File: config.mk
export PLATFORM = sky130hd
export DESIGN_NAME = usb_in_scheduler
export DESIGN_NICKNAME = d
export VERILOG_FILES = /design/src/rtl/usb_in_scheduler.sv
export SDC_FILE = /design/constraint.sdc
export NUM_CORES = 1
export LEC_CHECK = 0
export ABC_AREA = 1
export ABC_CLOCK_PERIOD_IN_PS = 3700
export CORE_MARGIN = 1.5
export CORE_UTILIZATION = 55
export CTS_BUF_LIST = sky130_fd_sc_hd__clkbuf_8
export CTS_CLUSTER_SIZE = 20
export DETAILED_ROUTE_END_ITERATION = 12
export PLACE_DENSITY_LB_ADDON = 0.2
export SLEW_MARGIN = 0
export SYNTH_ARGS = -nofsm -noshare
export SYNTH_HDL_FRONTEND = slang
export SYNTH_SLANG_ARGS = --single-unit
File: constraint.sdc
create_clock -name clk48_i -period 3.7 [get_ports clk48_i]
set_clock_uncertainty 0.1 [all_clocks]
set_input_delay 0.555 -clock clk48_i [delete_from_list [all_inputs] [get_ports clk48_i]]
set_output_delay 0.555 -clock clk48_i [all_outputs]
set_load 0.02 [all_outputs]
File: src/rtl/usb_in_scheduler.sv
// usb_in_scheduler: sequences the device transmit path for USB full-speed IN
// transactions. A decoded IN token selects an endpoint and response PID
// (DATA0/DATA1/NAK/STALL). After bus turnaround the shared transmitter is
// started. For data packets the host handshake is then awaited, with a timeout.
// The per-endpoint data toggle bits are kept here.
//
// Ports:
//   clk48_i       48 MHz system clock
//   reset_i       asynchronous active-high reset
//   bus_reset_i   USB bus reset (level), synchronous clear, highest priority
//   tok_valid_i   one-cycle pulse: IN token for this device decoded
//   tok_ep_i      endpoint number qualified by tok_valid_i / setup_seen_i
//   setup_seen_i  one-cycle pulse: SETUP token accepted for tok_ep_i
//   ep_ready_i    per endpoint: packet loaded and ready to send
//   ep_stall_i    per endpoint: endpoint halted
//   tx_busy_i     transmitter busy; rises the cycle after tx_start_o
//   hs_valid_i    one-cycle pulse: handshake packet received
//   hs_pid_i      handshake PID, qualified by hs_valid_i
//   tx_start_o    one-cycle pulse: start transmitting a packet
//   tx_pid_o      PID to send, held from selection until return to idle
//   ep_sel_o      endpoint feeding the transmitter, held like tx_pid_o
//   ep_done_o     one-cycle pulse on the endpoint whose packet was ACKed
//   idle_o        high while idle
module usb_in_scheduler #(
    parameter int unsigned NUM_EP             = 4,
    parameter int unsigned TURNAROUND_CYCLES  = 12,
    parameter int unsigned ACK_TIMEOUT_CYCLES = 80
) (
    input  logic              clk48_i,
    input  logic              reset_i,
    input  logic              bus_reset_i,
    input  logic              tok_valid_i,
    input  logic [3:0]        tok_ep_i,
    input  logic              setup_seen_i,
    input  logic [NUM_EP-1:0] ep_ready_i,
    input  logic [NUM_EP-1:0] ep_stall_i,
    input  logic              tx_busy_i,
    input  logic              hs_valid_i,
    input  logic [3:0]        hs_pid_i,
    output logic              tx_start_o,
    output logic [3:0]        tx_pid_o,
    output logic [3:0]        ep_sel_o,
    output logic [NUM_EP-1:0] ep_done_o,
    output logic              idle_o
);

    localparam logic [2:0] StIdle    = 3'd0;
    localparam logic [2:0] StTurn    = 3'd1;
    localparam logic [2:0] StSend    = 3'd2;
    localparam logic [2:0] StWaitTx  = 3'd3;
    localparam logic [2:0] StWaitAck = 3'd4;

    localparam logic [3:0] PidData0 = 4'h3;
    localparam logic [3:0] PidData1 = 4'hB;
    localparam logic [3:0] PidNak   = 4'hA;
    localparam logic [3:0] PidStall = 4'hE;
    localparam logic [3:0] PidAck   = 4'h2;

    localparam int unsigned CntMax = (TURNAROUND_CYCLES > ACK_TIMEOUT_CYCLES) ?
                                     TURNAROUND_CYCLES : ACK_TIMEOUT_CYCLES;
    localparam int unsigned CntW   = $clog2(CntMax + 1);
    localparam logic [CntW-1:0] TurnLoad = CntW'(TURNAROUND_CYCLES - 1);
    localparam logic [CntW-1:0] AckLoad  = CntW'(ACK_TIMEOUT_CYCLES - 1);
    localparam logic [4:0]      NumEpW   = 5'(NUM_EP);

    logic [2:0]        state_q, state_d;
    logic [CntW-1:0]   cnt_q, cnt_d;
    logic [3:0]        pid_q, pid_d;
    logic [3:0]        sel_q, sel_d;
    logic              seen_q, seen_d;
    logic [NUM_EP-1:0] toggle_q, toggle_d;
    logic [NUM_EP-1:0] done_q, done_d;

    logic       tok_in_range;
    logic       tok_ready;
    logic       tok_stall;
    logic       tok_toggle;
    logic [3:0] tok_pid;
    logic       accept_tok;
    logic       go_idle;
    logic       pid_is_data;

    // Per-endpoint lookups for the token endpoint; out-of-range numbers match no bit.
    always_comb begin
        tok_ready  = 1'b0;
        tok_stall  = 1'b0;
        tok_toggle = 1'b0;
        for (int i = 0; i < NUM_EP; i++) begin
            if (tok_ep_i == 4'(i)) begin
                tok_ready  = ep_ready_i[i];
                tok_stall  = ep_stall_i[i];
                tok_toggle = toggle_q[i];
            end
        end
    end

    assign tok_in_range = ({1'b0, tok_ep_i} < NumEpW);
    assign pid_is_data  = (pid_q == PidData0) || (pid_q == PidData1);

    always_comb begin
        if (!tok_in_range || tok_stall) begin
            tok_pid = PidStall;
        end else if (tok_ready) begin
            tok_pid = tok_toggle ? PidData1 : PidData0;
        end else begin
            tok_pid = PidNak;
        end
    end

    always_comb begin
        state_d    = state_q;
        cnt_d      = cnt_q;
        pid_d      = pid_q;
        sel_d      = sel_q;
        seen_d     = seen_q;
        toggle_d   = toggle_q;
        done_d     = '0;
        accept_tok = 1'b0;
        go_idle    = 1'b0;

        case (state_q)
            StIdle: begin
                accept_tok = tok_valid_i;
            end
            StTurn: begin
                if (cnt_q == '0) begin
                    state_d = StSend;
                end else begin
                    cnt_d = cnt_q - 1'b1;
                end
            end
            StSend: begin
                state_d = StWaitTx;
                seen_d  = 1'b0;
            end
            StWaitTx: begin
                // Only a high-then-low tx_busy marks the end of our own packet.
                if (tx_busy_i) begin
                    seen_d = 1'b1;
                end else if (seen_q) begin
                    if (pid_is_data) begin
                        state_d = StWaitAck;
                        cnt_d   = AckLoad;
                    end else begin
                        go_idle = 1'b1;
                    end
                end
            end
            StWaitAck: begin
                // A new token here means the host never saw our data: retry
                // with the unchanged toggle.
                if (tok_valid_i) begin
                    accept_tok = 1'b1;
                end else if (hs_valid_i) begin
                    if (hs_pid_i == PidAck) begin
                        for (int i = 0; i < NUM_EP; i++) begin
                            if (sel_q == 4'(i)) begin
                                toggle_d[i] = ~toggle_q[i];
                                done_d[i]   = 1'b1;
                            end
                        end
                    end
                    go_idle = 1'b1;
                end else if (cnt_q == '0) begin
                    go_idle = 1'b1;
                end else begin
                    cnt_d = cnt_q - 1'b1;
                end
            end
            default: begin
                go_idle = 1'b1;
            end
        endcase

        if (go_idle) begin
            state_d = StIdle;
            pid_d   = 4'h0;
            sel_d   = 4'h0;
            cnt_d   = '0;
        end

        if (accept_tok) begin
            state_d = StTurn;
            sel_d   = tok_ep_i;
            pid_d   = tok_pid;
            cnt_d   = TurnLoad;
        end

        // SETUP resets the toggle to DATA1 and overrides a simultaneous ACK flip.
        if (setup_seen_i) begin
            for (int i = 0; i < NUM_EP; i++) begin
                if (tok_ep_i == 4'(i)) begin
                    toggle_d[i] = 1'b1;
                end
            end
        end

        if (bus_reset_i) begin
            state_d  = StIdle;
            cnt_d    = '0;
            pid_d    = 4'h0;
            sel_d    = 4'h0;
            seen_d   = 1'b0;
            toggle_d = '0;
            done_d   = '0;
        end
    end

    always_ff @(posedge clk48_i or posedge reset_i) begin
        if (reset_i) begin
            state_q  <= StIdle;
            cnt_q    <= '0;
            pid_q    <= 4'h0;
            sel_q    <= 4'h0;
            seen_q   <= 1'b0;
            toggle_q <= '0;
            done_q   <= '0;
        end else begin
            state_q  <= state_d;
            cnt_q    <= cnt_d;
            pid_q    <= pid_d;
            sel_q    <= sel_d;
            seen_q   <= seen_d;
            toggle_q <= toggle_d;
            done_q   <= done_d;
        end
    end

    assign tx_start_o = (state_q == StSend);
    assign idle_o     = (state_q == StIdle);
    assign tx_pid_o   = pid_q;
    assign ep_sel_o   = sel_q;
    assign ep_done_o  = done_q;

endmodule

# Yosys cells after proc, flatten, opt, wreduce, memory -nomap -nowiden
# Cells that the tools add are included.
# word_totals
regBits	27
output_inout_bits	14
# classes
addsub	1
reduce_logical	15
eq_ne	20
bitwise	4
order_cmp	1
n_mux	73
# op_table
op	n
4-bit 2-to-1 mux	19
7-bit 2-to-1 mux	9
1-bit 2-to-1 mux	33
5-bit != test, second input constant	6
4-bit by 2-bit == test with 1-bit output, second input constant	6
3-bit 2-to-1 mux	7
7-bit one-hot mux with 3 select lines	1
6-bit nonzero test	2
3-bit one-hot mux with 3 select lines	1
4-bit by 1-bit == test with 1-bit output, second input constant	2
4-bit logical NOT	2
7-bit logical NOT	1
7-bit by 1-bit subtractor with 7-bit output, second input constant	1
3-bit by 2-bit == test with 1-bit output, second input constant	2
6-bit AND reduction	1
3-bit nonzero test	2
5-bit AND reduction	1
4-bit == test, second input constant	1
4-bit by 3-bit < comparator with 1-bit output, second input constant	1
1-bit NOT	4
1-bit one-hot mux with 2 select lines	2
3-bit by 1-bit == test with 1-bit output, second input constant	1
3-bit == test, second input constant	1
3-bit logical NOT	1
6 further kinds	7

# Longest topological paths before layout
# depth
ltp_word	10
mapped_depth	13

# Worst setup path before layout
# No wires, ideal clock.
# synth_timing
path_kind	register -> output
from	register state_q[2]
to	output tx_start_o
stages_incl_launch_ff	3
setup_slack_ps	1935
arrival_ps	1110
path_cell_list	dfrtp_1 > buf_4 > nor3_1
# synth_via
elab_chain_cells	1
# synth_rtl
element	line	rtl
from (decl)	66	logic [2:0] state_q, state_d;
from (signal assigned)	211	state_q <= StIdle;
from (signal assigned)	219	state_q <= state_d;
3-bit by 2-bit == test with 1-bit output	229	assign tx_start_o = (state_q == StSend);
to (decl)	40	output logic tx_start_o,
# Every way passes these cells.

# Worst setup path after layout
# Same ends and word-level chain as after synthesis.

==> metrics.txt <==
cts hold-fix bufs=0; critical path data arrival time=1.86 ns; CP endpoint kind=primary output; initial antenna violation count=0; hpwl dp=2930 um; detail-routed via count per cell=around 5.3; remaining global-route overflow=0; Post-Syn Instances=about 240; crit-path max cell delay=around 0.67 ns; via count=roughly 1,600; Starting Density=approximately 57%; Crit-path slowest cell=clkdlybuf4s50_1; Worst slew margin=a little under a third; clock-pin slew on the worst setup and hold paths=~0.090 ns; final max-slew violation count=0; Max-Cap Viols=0; top post-synthesis cells by count=nand2_1 (71), inv_1 (30), dfrtp_1 (27), nor2_1 (27), nand3_1 (20); CTS Root Cell=clkbuf_8; layout cells sized above 1=~8.7%; CTS resizes=0; # nets final=300; gr usage total=about a quarter; leakage=between 1 and 1.5 nW; I/O pin count=37; Max clock buf depth=2; worst path required time=slightly above 3 ns; global-route wire length before repair=~6500 um; Pre-antenna DRT Iters=4; ant diodes=0; Post-Syn Area=around 0.0017 sq mm; Die Width=slightly below 60 um; Critical Path Source Type=flip-flop; worst-case reg-to-reg path depth=13; TritonCTS clock tree=built; prevailing post-synth register cell=dfrtp_1; Design Power=about 960 uW; htree depth=1; Total Routed Length=3880 um; CP Class=flip-flop to primary output; Synth top area share=about two fifths; vias in the first global route=1,516; die area=0.00347 sq mm; most common cell in the netlist=nand2_1; DRC=0; worst-skew pair later-pin latency=around 0.27 ns; syn_area_per_cell=about 7.2 sq um; setup TNS=0 ns; #FFs+latches synth=27; Rows=20; fin util=a little under three quarters; Tcrit/Tclk final=slightly below 70%; Post-synth EDFFs=0; Async SR Flop Fraction=between 90% and 100%; pwr/cell area=around 450 mW/mm^2; Routed Antenna Nets=0; minimum clock period=2.52 ns; unrepaired setup endpoints after global routing=false; Synth cell types=35; Max VDD drop=between 0.3 and 0.4 mV; final setup violation count=0; Tightest Pin Transition=between 1 and 1.5 ns; largest net degree at the start of global routing=28; register area share after synthesis=about two fifths; core footprint=about 0.0030 sq mm; CP Max Fanout=9; clock sinks=27; Die Y=approximately 59 um; hold slack=~0.40 ns; leading area contributor after synthesis=dfrtp_1; initial DRC count=100; worst path cell trace=nor3_1 -> clkdlybuf4s50_1; port buffer count=36; synthesis-to-finish area growth=25.3%; synth warn=0; gpl congestion=0.836; Max Fclk=slightly below 400 MHz; Post-Synthesis Net Count=about 260; DR WL/cell=about 13 um; Final Hold Viols=0; CTS Buf Count=3; status=complete, no violations; largest cells by area after synthesis=dfrtp_1 (39%), nand2_1 (16%), inv_1 (6.6%); Worst Hold Class=flip-flop to flip-flop; Worst Hold Depth=2; setup bufs post-CTS=0
## layer usage
layer | share of wire (%) | vias to the layer above | track usage (%)
li1 | - | 832 | -
met1 | 46 | 738 | 33.9
met2 | 45 | 71 | 39.7
met3 | 7.4 | 5 | 3.52
met4 | 0.90 | 0 | 5.19
met5 | 0 | - | 0
## cells in the final DEF, fill, tap and decap left out, types with 2 or more instances in the layout
| cell | n |
|---|---|
| nand2_1 | 71 |
| clkdlybuf4s50_1 | 36 |
| inv_1 | 31 |
| nor2_1 | 27 |
| dfrtp_1 | 27 |
| nand3_1 | 20 |
| nor3_1 | 8 |
| o21ai_0 | 8 |
| nand2_2 | 4 |
| o22ai_1 | 4 |
| a21oi_1 | 4 |
| nor2_2 | 3 |
| nand4_1 | 3 |
| nand3b_1 | 3 |
| clkbuf_8 | 3 |
| inv_2 | 2 |
| nand3_2 | 2 |
| xnor2_1 | 2 |
## logic make-up after synthesis
family | synth area share (%)
and+or+nand+nor | 42.6
buffers and inverters | 8.45
AOI/OAI and AO/OA | 7.36
adders and majority gates | 0.728
DFF | 39.3
xor gates and xnor gates | 1.53
## flip-flops by register name (all words and copies together) (netlist names)
| signal | count |
|---|---|
| ep_done_o | 4 |
| ep_sel_o | 4 |
| toggle_q | 4 |
| tx_pid_o | 4 |
| seen_q | 1 |
| cnt_q | 7 |
| state_q | 3 |
## report_power, final
group | internal, mW | leakage [nW] | switching, mW
combinational | 0.167 | 0.660 | 0.237
clock | 0.0745 | 0.0269 | 0.0953
sequential | 0.344 | 0.364 | 0.0464
total | 0.585 | 1.05 | 0.378
## path summary, 6_finish.rpt
| kind | startpoint | endpoint | slack, ns |
|---|---|---|---|
| worst max-delay path | state_q[2] | tx_start_o | 1.18 |
| worst min-delay path | tx_pid_o[3] | tx_pid_o[3] | 0.40 |
| worst max register to register | cnt_q[0] | cnt_q[5] | 1.69 |
| worst min register to register | tx_pid_o[3] | tx_pid_o[3] | 0.40 |
| max in group asynchronous | reset_i | cnt_q[6] | 2.16 |
| min in group asynchronous | reset_i | ep_done_o[1] | 0.72 |
## stage by stage
stage	instances	setup slack [ns]	instance area (sq um)
3_3_place_gp	304	1.37	2110
5_1_grt	308	1.08	2150
2_1_floorplan	237	1.94	1720
3_5_place_dp	304	1.28	2110
4_1_cts	308	1.19	2150
6_report	308	1.18	2150
## final cells by class
| class | count | area, sq um |
|---|---|---|
| Clock buffer | 3 | 41.3 |
| Multi-Input combinational cell | 174 | 897 |
| Clock inverter | 1 | 3.75 |
| Inverter | 34 | 133 |
| Timing Repair Buffer | 36 | 360 |
| Sequential cell | 27 | 676 |
| Tap cell | 33 | 41.3 |
| Fill cell | 245 | 851 |
## critical path: cells and delay by family, from the launching register on
kind                   cells  cell delay [ns]
buffers and inverters      1             0.67
flip-flops                 1             0.54
AND/OR/NAND/NOR            1             0.38
Note: power is estimated with default switching activity, not from simulation.
